==> src/rtl/div_sqrt_iter_engine.sv <==
// Radix-2 non-restoring divide / square-root iteration engine, C_UNROLL steps per cycle.
// Optional sticky output (corrected remainder != 0) built only when DIV_SQRT_STICKY_EN is defined.
module div_sqrt_iter_engine #(
    parameter int unsigned C_MANT   = 52,
    parameter int unsigned C_UNROLL = 1
) (
    input  logic              Clk_CI,
    input  logic              Rst_RBI,
    input  logic              Start_SI,
    input  logic              Div_enable_SI,
    input  logic              Kill_SI,
    input  logic [C_MANT+1:0] A_DI,
    input  logic [C_MANT:0]   B_DI,
    output logic              Ready_SO,
    output logic              Done_SO,
    output logic [C_MANT+1:0] Quot_DO,
    output logic              Sticky_SO
);

    localparam int unsigned C_ITER     = C_MANT + 2;
    localparam int unsigned N_CYC      = (C_ITER + C_UNROLL - 1) / C_UNROLL;
    localparam int unsigned LAST_STEPS = C_ITER - (N_CYC - 1) * C_UNROLL;
    // Two bits of headroom over the divide remainder so the sqrt 4R term never overflows.
    localparam int unsigned RW         = C_MANT + 6;
    localparam int unsigned QW         = C_ITER;
    localparam int unsigned RADW       = C_ITER + (C_MANT % 2);
    localparam int unsigned CW         = $clog2(N_CYC + 1);

    typedef enum logic [1:0] {IDLE, ITER, FINAL} state_t;

    state_t            state_q, state_d;
    logic [CW-1:0]     cnt_q;
    logic [RW-1:0]     r_q, r_c;
    logic [QW-1:0]     q_q, q_c;
    logic [RADW-1:0]   rad_q, rad_c;
    logic [C_MANT:0]   b_q;
    logic              div_q, first_q;
    logic [QW-1:0]     quot_q;
    logic              ready_q, done_q;
    logic              load, step_en, finish;

    // State register
    always_ff @(posedge Clk_CI or negedge Rst_RBI) begin
        if (!Rst_RBI) begin
            state_q <= IDLE;
            ready_q <= 1'b1;
            done_q  <= 1'b0;
        end else begin
            state_q <= state_d;
            ready_q <= (state_d != ITER);
            done_q  <= (state_d == FINAL);
        end
    end

    // Next state; kill wins over everything, FINAL accepts a back-to-back start
    always_comb begin
        state_d = state_q;
        load    = 1'b0;
        step_en = 1'b0;
        finish  = 1'b0;
        if (Kill_SI) begin
            state_d = IDLE;
        end else begin
            case (state_q)
                IDLE, FINAL: begin
                    if (Start_SI) begin
                        state_d = ITER;
                        load    = 1'b1;
                    end else begin
                        state_d = IDLE;
                    end
                end
                ITER: begin
                    step_en = 1'b1;
                    if (cnt_q == '0) begin
                        state_d = FINAL;
                        finish  = 1'b1;
                    end
                end
                default: state_d = IDLE;
            endcase
        end
    end

    // Unrolled add/sub chain; surplus steps in the last cycle hold R, Q and the radicand
    always_comb begin
        r_c   = r_q;
        q_c   = q_q;
        rad_c = rad_q;
        for (int unsigned j = 0; j < C_UNROLL; j++) begin
            if ((cnt_q != '0) || (j < LAST_STEPS)) begin
                if (div_q) begin
                    if (first_q && (j == 0))
                        r_c = r_c - RW'(b_q);
                    else if (!r_c[RW-1])
                        r_c = {r_c[RW-2:0], 1'b0} - RW'(b_q);
                    else
                        r_c = {r_c[RW-2:0], 1'b0} + RW'(b_q);
                end else begin
                    if (!r_c[RW-1])
                        r_c = {r_c[RW-3:0], 2'b00} + RW'(rad_c[RADW-1 -: 2])
                              - RW'({q_c, 2'b01});
                    else
                        r_c = {r_c[RW-3:0], 2'b00} + RW'(rad_c[RADW-1 -: 2])
                              + RW'({q_c, 2'b11});
                    rad_c = {rad_c[RADW-3:0], 2'b00};
                end
                q_c = {q_c[QW-2:0], ~r_c[RW-1]};
            end
        end
    end

    // Operand, iteration and result registers
    always_ff @(posedge Clk_CI or negedge Rst_RBI) begin
        if (!Rst_RBI) begin
            cnt_q   <= '0;
            r_q     <= '0;
            q_q     <= '0;
            rad_q   <= '0;
            b_q     <= '0;
            div_q   <= 1'b0;
            first_q <= 1'b0;
            quot_q  <= '0;
        end else begin
            if (load) begin
                cnt_q   <= CW'(N_CYC - 1);
                r_q     <= Div_enable_SI ? RW'(A_DI) : '0;
                q_q     <= '0;
                rad_q   <= RADW'(A_DI) << (RADW - C_ITER);
                b_q     <= B_DI;
                div_q   <= Div_enable_SI;
                first_q <= 1'b1;
            end else if (step_en) begin
                r_q     <= r_c;
                q_q     <= q_c;
                rad_q   <= rad_c;
                first_q <= 1'b0;
                if (cnt_q != '0)
                    cnt_q <= cnt_q - CW'(1);
            end
            if (finish)
                quot_q <= q_c;
        end
    end

`ifdef DIV_SQRT_STICKY_EN
    logic [RW-1:0] rem_corr;
    logic          sticky_q;

    // Add back B (divide) or 2Q+1 (sqrt) to a negative final remainder
    always_comb begin
        rem_corr = r_c;
        if (r_c[RW-1])
            rem_corr = div_q ? (r_c + RW'(b_q)) : (r_c + RW'({q_c, 1'b1}));
    end

    always_ff @(posedge Clk_CI or negedge Rst_RBI) begin
        if (!Rst_RBI)
            sticky_q <= 1'b0;
        else if (finish)
            sticky_q <= |rem_corr;
    end

    assign Sticky_SO = sticky_q;
`else
    assign Sticky_SO = 1'b0;
`endif

    assign Ready_SO = ready_q;
    assign Done_SO  = done_q;
    assign Quot_DO  = quot_q;

endmodule

==> config.mk <==
export PLATFORM = sky130hd
export DESIGN_NAME = div_sqrt_iter_engine
export DESIGN_NICKNAME = d
export VERILOG_FILES = /design/src/rtl/div_sqrt_iter_engine.sv
export SDC_FILE = /design/constraint.sdc
export NUM_CORES = 1
export LEC_CHECK = 0
export CORE_MARGIN = 5
export CORE_UTILIZATION = 30
export CTS_BUF_LIST = sky130_fd_sc_hd__clkbuf_16
export CTS_CLUSTER_DIAMETER = 150
export DETAILED_ROUTE_END_ITERATION = 7
export PLACE_DENSITY_LB_ADDON = 0.05
export SYNTH_ARGS = -nofsm -noshare
export SYNTH_HDL_FRONTEND = slang
export SYNTH_SLANG_ARGS = --single-unit
==> constraint.sdc <==
create_clock -name Clk_CI -period 14.1 [get_ports Clk_CI]
set_input_delay 2.115 -clock Clk_CI [delete_from_list [all_inputs] [get_ports Clk_CI]]
set_output_delay 2.115 -clock Clk_CI [all_outputs]
set_load 0.03 [all_outputs]
Word level (Yosys, flattened, before mapping)
Index checks and enable logic that the tools add are counted.
Widths: inputs -> output; s select.

word-level totals
  bits in registers = 285
  logic and storage cells = 61
  output and inout port bits = 57
  input bits = 112

operators by class
  reductions and logical operators = 8
  $add $sub $neg = 7
  bitwise logic cells = 1
  multiplexer cells = 29
  equal/unequal tests = 5

operators with widths
  kind                 count
  $mux 58              6
  $mux 54              6
  $sub 58x53->58       2
  $add 58x2->58        1
  $add 58x53->58       1
  $add 58x56->58       1
  $sub 58x56->58       1
  $mux 6               3
  $mux 1               11
  $logic_not 6->1      1
  $reduce_bool 6->1    1
  $sub 6x1->6 const B  1
  $eq 2x2->1 const B   2
  $mux 2               2
  $ne 2x1->1 const B   2
  $pmux 2 s2           1
  $reduce_and 2->1     2
  $reduce_bool 2->1    2
  $eq 2x1->1 const B   1
  $logic_not 2->1      1
  $reduce_or 2->1      1
  $not 1->1            1

Longest topological paths before layout
  word-level depth = 7
  gate-level depth with buffers = 21
  depth with buffers taken out = 15

Least setup slack after synthesis
OpenSTA, ideal clock, no wires.

  kind = flip-flop to flip-flop
  start point = reg r_q[57]
  end point = reg r_q[46]
  path slack = 8.789 ns
  path buffers = 6
  cell stages (with the launch flop) = 21
  data arrival time = 5.185 ns
  library setup time = 0.126 ns
  required time = 13.974 ns
  period minus slack after synthesis = 5.311 ns
  cells stage by stage = dfrtp_1 -> clkbuf_1 -> clkbuf_1 -> clkbuf_1 -> buf_1 -> clkbuf_1 -> clkbuf_1 -> xnor2_1 -> ha_1 -> nand2_2 -> or4_4 -> or4_1 -> a21o_1 -> o221ai_2 -> nor2_1 -> o21ai_1 -> a21boi_1 -> o211ai_1 -> nor2_1 -> xnor2_1 -> a221o_1

between the ends
  word-level cells in the longest chain between the ends = 5
  elaborated cells on any way between the ends = 6
  those cells by class = mux: 6

ends and longest elaborated chain
  item                      RTL line  RTL
  start: declaration        33        logic [RW-1:0] r_q, r_c;
  start signal: assignment  127       r_q <= Div_enable_SI ? RW'(A_DI) : '0;
  start signal: assignment  134       r_q <= r_c;
  $mux 58                   95        else if (!r_c[RW-1])
  $mux 58                   93        if (first_q && (j == 0))
  $mux 58 *                 92        if (div_q) begin
  $mux 58 *                 133       end else if (step_en) begin
  $mux 58 *                 125       if (load) begin

Mark *: on every way between the ends. The rest lies on a longest branch, timed or not. The select of a mux whose other input is x is not followed.
A chain may end at the register's enable or synchronous reset.

Final worst setup path
  start point = in Kill_SI
  end point = reg r_q[47]

between the ends
  word-level cells in the longest chain between the ends = 2
  elaborated cells on any way between the ends = 4
  those cells by class = mux: 3; reduce/logical: 1

ends and longest elaborated chain
  item                                          RTL line  RTL
  start: declaration                            11        input logic Kill_SI,
  $mux 1                                        61        if (Kill_SI) begin
  $mux 58 or $reduce_bool 2->1 (tied branches)  n/a

Several ways; a longest one is shown, not always the timed one.

==> flow_summary.json <==
{
  "status": "complete, no violations",
  "finClkSkew_ns": 0.0326,
  "yosysSeqAreaShare_pct": 27.9,
  "syn_inst": 3322,
  "cts.repair.resized": 0,
  "grt_setup_unrepaired": "no",
  "synth_seq_cells": 285,
  "worstSetupPathType": "in2reg",
  "endpoint_kind": "flip-flop",
  "synth_edf_count": 0,
  "hold_buffers": 0,
  "gp_congestion": 0.883,
  "hold_violations": 0,
  "p_per_area_nw_per_um2": 266,
  "fp.dieW_um": 302,
  "clk_latency_ns": 0.59,
  "cts_tree": "yes",
  "antenna_found_initial": 0,
  "drv_slew": 0,
  "vias": 25242,
  "synth_top_area_cell": "dfrtp_1",
  "fmax_mhz": 199,
  "fill_cells": 9089,
  "avgSynthCellArea_sq_um": 7.71,
  "fin_tns_setup_ns": 0,
  "first_global_vias": 24722,
  "initial_core_util_pct": 30.2,
  "synth_top_area_share_pct": 27.8,
  "ios": 169,
  "syn_area_sq_um": 25600,
  "port_buffers": 167,
  "yosysMostFrequentCell": "nand2_1",
  "fin_crit_sh_pct": 35.7,
  "grt_first_pass_wirelength_mm": 161,
  "totalWireLength_mm": 108,
  "h-tree-depth": 2,
  "worst-path-max-fanout": 57,
  "route.detailed.drc": 0,
  "synthArstFlopShare_pct": 100,
  "grt_max_degree": 155,
  "antenna_left": 0,
  "dp_hpwl_mm": 84.7,
  "clkSinkCount": 285,
  "postCtsSetupBuffers": 0,
  "core-area_sq_um": 84900,
  "synth_area_leaders": "dfrtp_1 28%, ha_1 10%, nand2_1 7.8%, a21oi_1 6.5%, xnor2_1 5.6%",
  "setup_viol": 0,
  "tightest_slew_ns": 1.10,
  "cts-buffers-inserted": 40,
  "routed_via_density": 5.56,
  "post-route-util_pct": 34.7,
  "grt.overflow.total": 0,
  "yosys_warnings": 0,
  "nets": 3693,
  "die-area_sq_um": 91300,
  "synth_common_cells": "531 x nand2_1, 330 x a21oi_1, 284 x dfrtp_1",
  "min_path_type": "reg2reg",
  "wl_per_cell_um": 23.8,
  "power_leakage_nw": 12.6,
  "n_antenna_cell": 0,
  "clockRootBuffer": "clkbuf_16",
  "clk_path_buf_depth": 3,
  "cap_violations": 0,
  "track_usage_pct": 22.9,
  "required_ns": 14.61,
  "die_h_um": 302,
  "synth_flop_cell": "dfrtp_1",
  "slew_headroom_pct": 26.7,
  "clkTransAtPathRegs_ns": 0.06,
  "ir_worst_vdd_v": 0.0000935,
  "num_rows": 107,
  "syn_nets": 3651,
  "drt-initial-drc-count": 1980,
  "syn_to_final_growth_pct": 15.1,
  "period_minus_slack_ns": 5.03,
  "synth_cell_type_count": 101,
  "drive_gt1_share_pct": 4.60,
  "crit_arrival_ns": 5.54,
  "drt_pass1_iterations": 6,
  "start_kind": "input pin"
}
==> final timing paths <==
path / from / to / slack, ns / depth (start not counted)
worst max register to register: r_q[2] / r_q[40] / 9.24 / 13
worst min-delay path: Quot_DO[38] / Quot_DO[38] / 0.48 / 2
worst min register to register: Quot_DO[38] / Quot_DO[38] / 0.48 / 2
worst max-delay path: Kill_SI / r_q[47] / 9.07 / 10
max in group asynchronous: Rst_RBI / r_q[57] / 11.11 / 2
min in group asynchronous: Rst_RBI / b_q[12] / 1.53 / 1
==> routing by layer <==
layer | part of all wire, % | track usage, % | up-vias
met5 | 0 | 0 | -
met4 | 1.8 | 4.27 | 0
met3 | 5.1 | 2.53 | 96
met2 | 41 | 32.7 | 759
met1 | 52 | 37.0 | 12334
li1 | - | - | 12053
==> critical path, stage by stage <==
cell,delay (ns)
clkdlybuf4s50_1,0.51
nor3b_2,0.06
buf_4,0.29
buf_4,0.39
nor2_4,0.90
buf_4,0.61
a22o_1,0.29
or3_1,0.12
o22ai_1,0.06
a21oi_1,0.14
==> layout by cell type (no fill, tap or decap), types with 91 or more instances in the layout <==
master,n
o21ai_0,241
a21oi_1,330
a21o_1,91
xnor2_1,163
nor2_1,227
inv_1,157
nand2_1,528
dfrtp_1,281
clkdlybuf4s50_1,166
ha_1,214
==> per-stage QoR <==
step / instances / hold slack (ns) / total power [mW] / instance area [sq um] / setup slack, ns
final: 4538 / 0.478 / 7.83 / 29500 / 9.07
after global placement: 4466 / 0.461 / 6.74 / 28200 / 8.38
after global routing: 4538 / 0.496 / 8.42 / 29500 / 8.91
after CTS: 4538 / 0.478 / 7.76 / 29500 / 9.06
after floorplan: 3322 / 0.461 / 4.95 / 25600 / 8.79
after detailed placement: 4466 / 0.461 / 6.68 / 28200 / 8.43
==> layout make-up <==
type	count	area [sq um]	area share (%)
inverter	156	586	1.99
clock inverter	31	263	0.892
timing repair buffer	197	1910	6.50
sequential	285	7140	24.2
clock buffer	41	1030	3.48
multi-input combinational	2684	17100	58.0
tap	1144	1430	4.86
==> flip-flops by register name, summed over array words and instances (netlist names) <==
signal	flops
cnt_q	6
Ready_SO	1
state_q	2
rad_q	54
Done_SO	1
first_q	1
b_q	53
Quot_DO	54
r_q	58
div_q	1
q_q	54
==> kinds of logic after synthesis <==
kind of cell    count (synthesis)  share of synthesized area, %
fa+ha+maj                     217                          10.7
simple gates                 1079                          18.8
compound gates               1161                          29.3
flops                         285                          27.9
xor+xnor                      215                          7.36
other cells                     1                        0.0147
buf+inv                       353                          5.49
mux                            11                         0.440
==> where the power goes <==
group	leakage, nW	internal (mW)	total [mW]	switching (mW)
sequential	3.62	0.977	1.31	0.333
combinational	8.29	1.98	5.51	3.52
clock	0.649	0.586	1.01	0.427
total	12.6	3.55	7.83	4.28
Note: power is estimated with default switching activity, not from simulation.
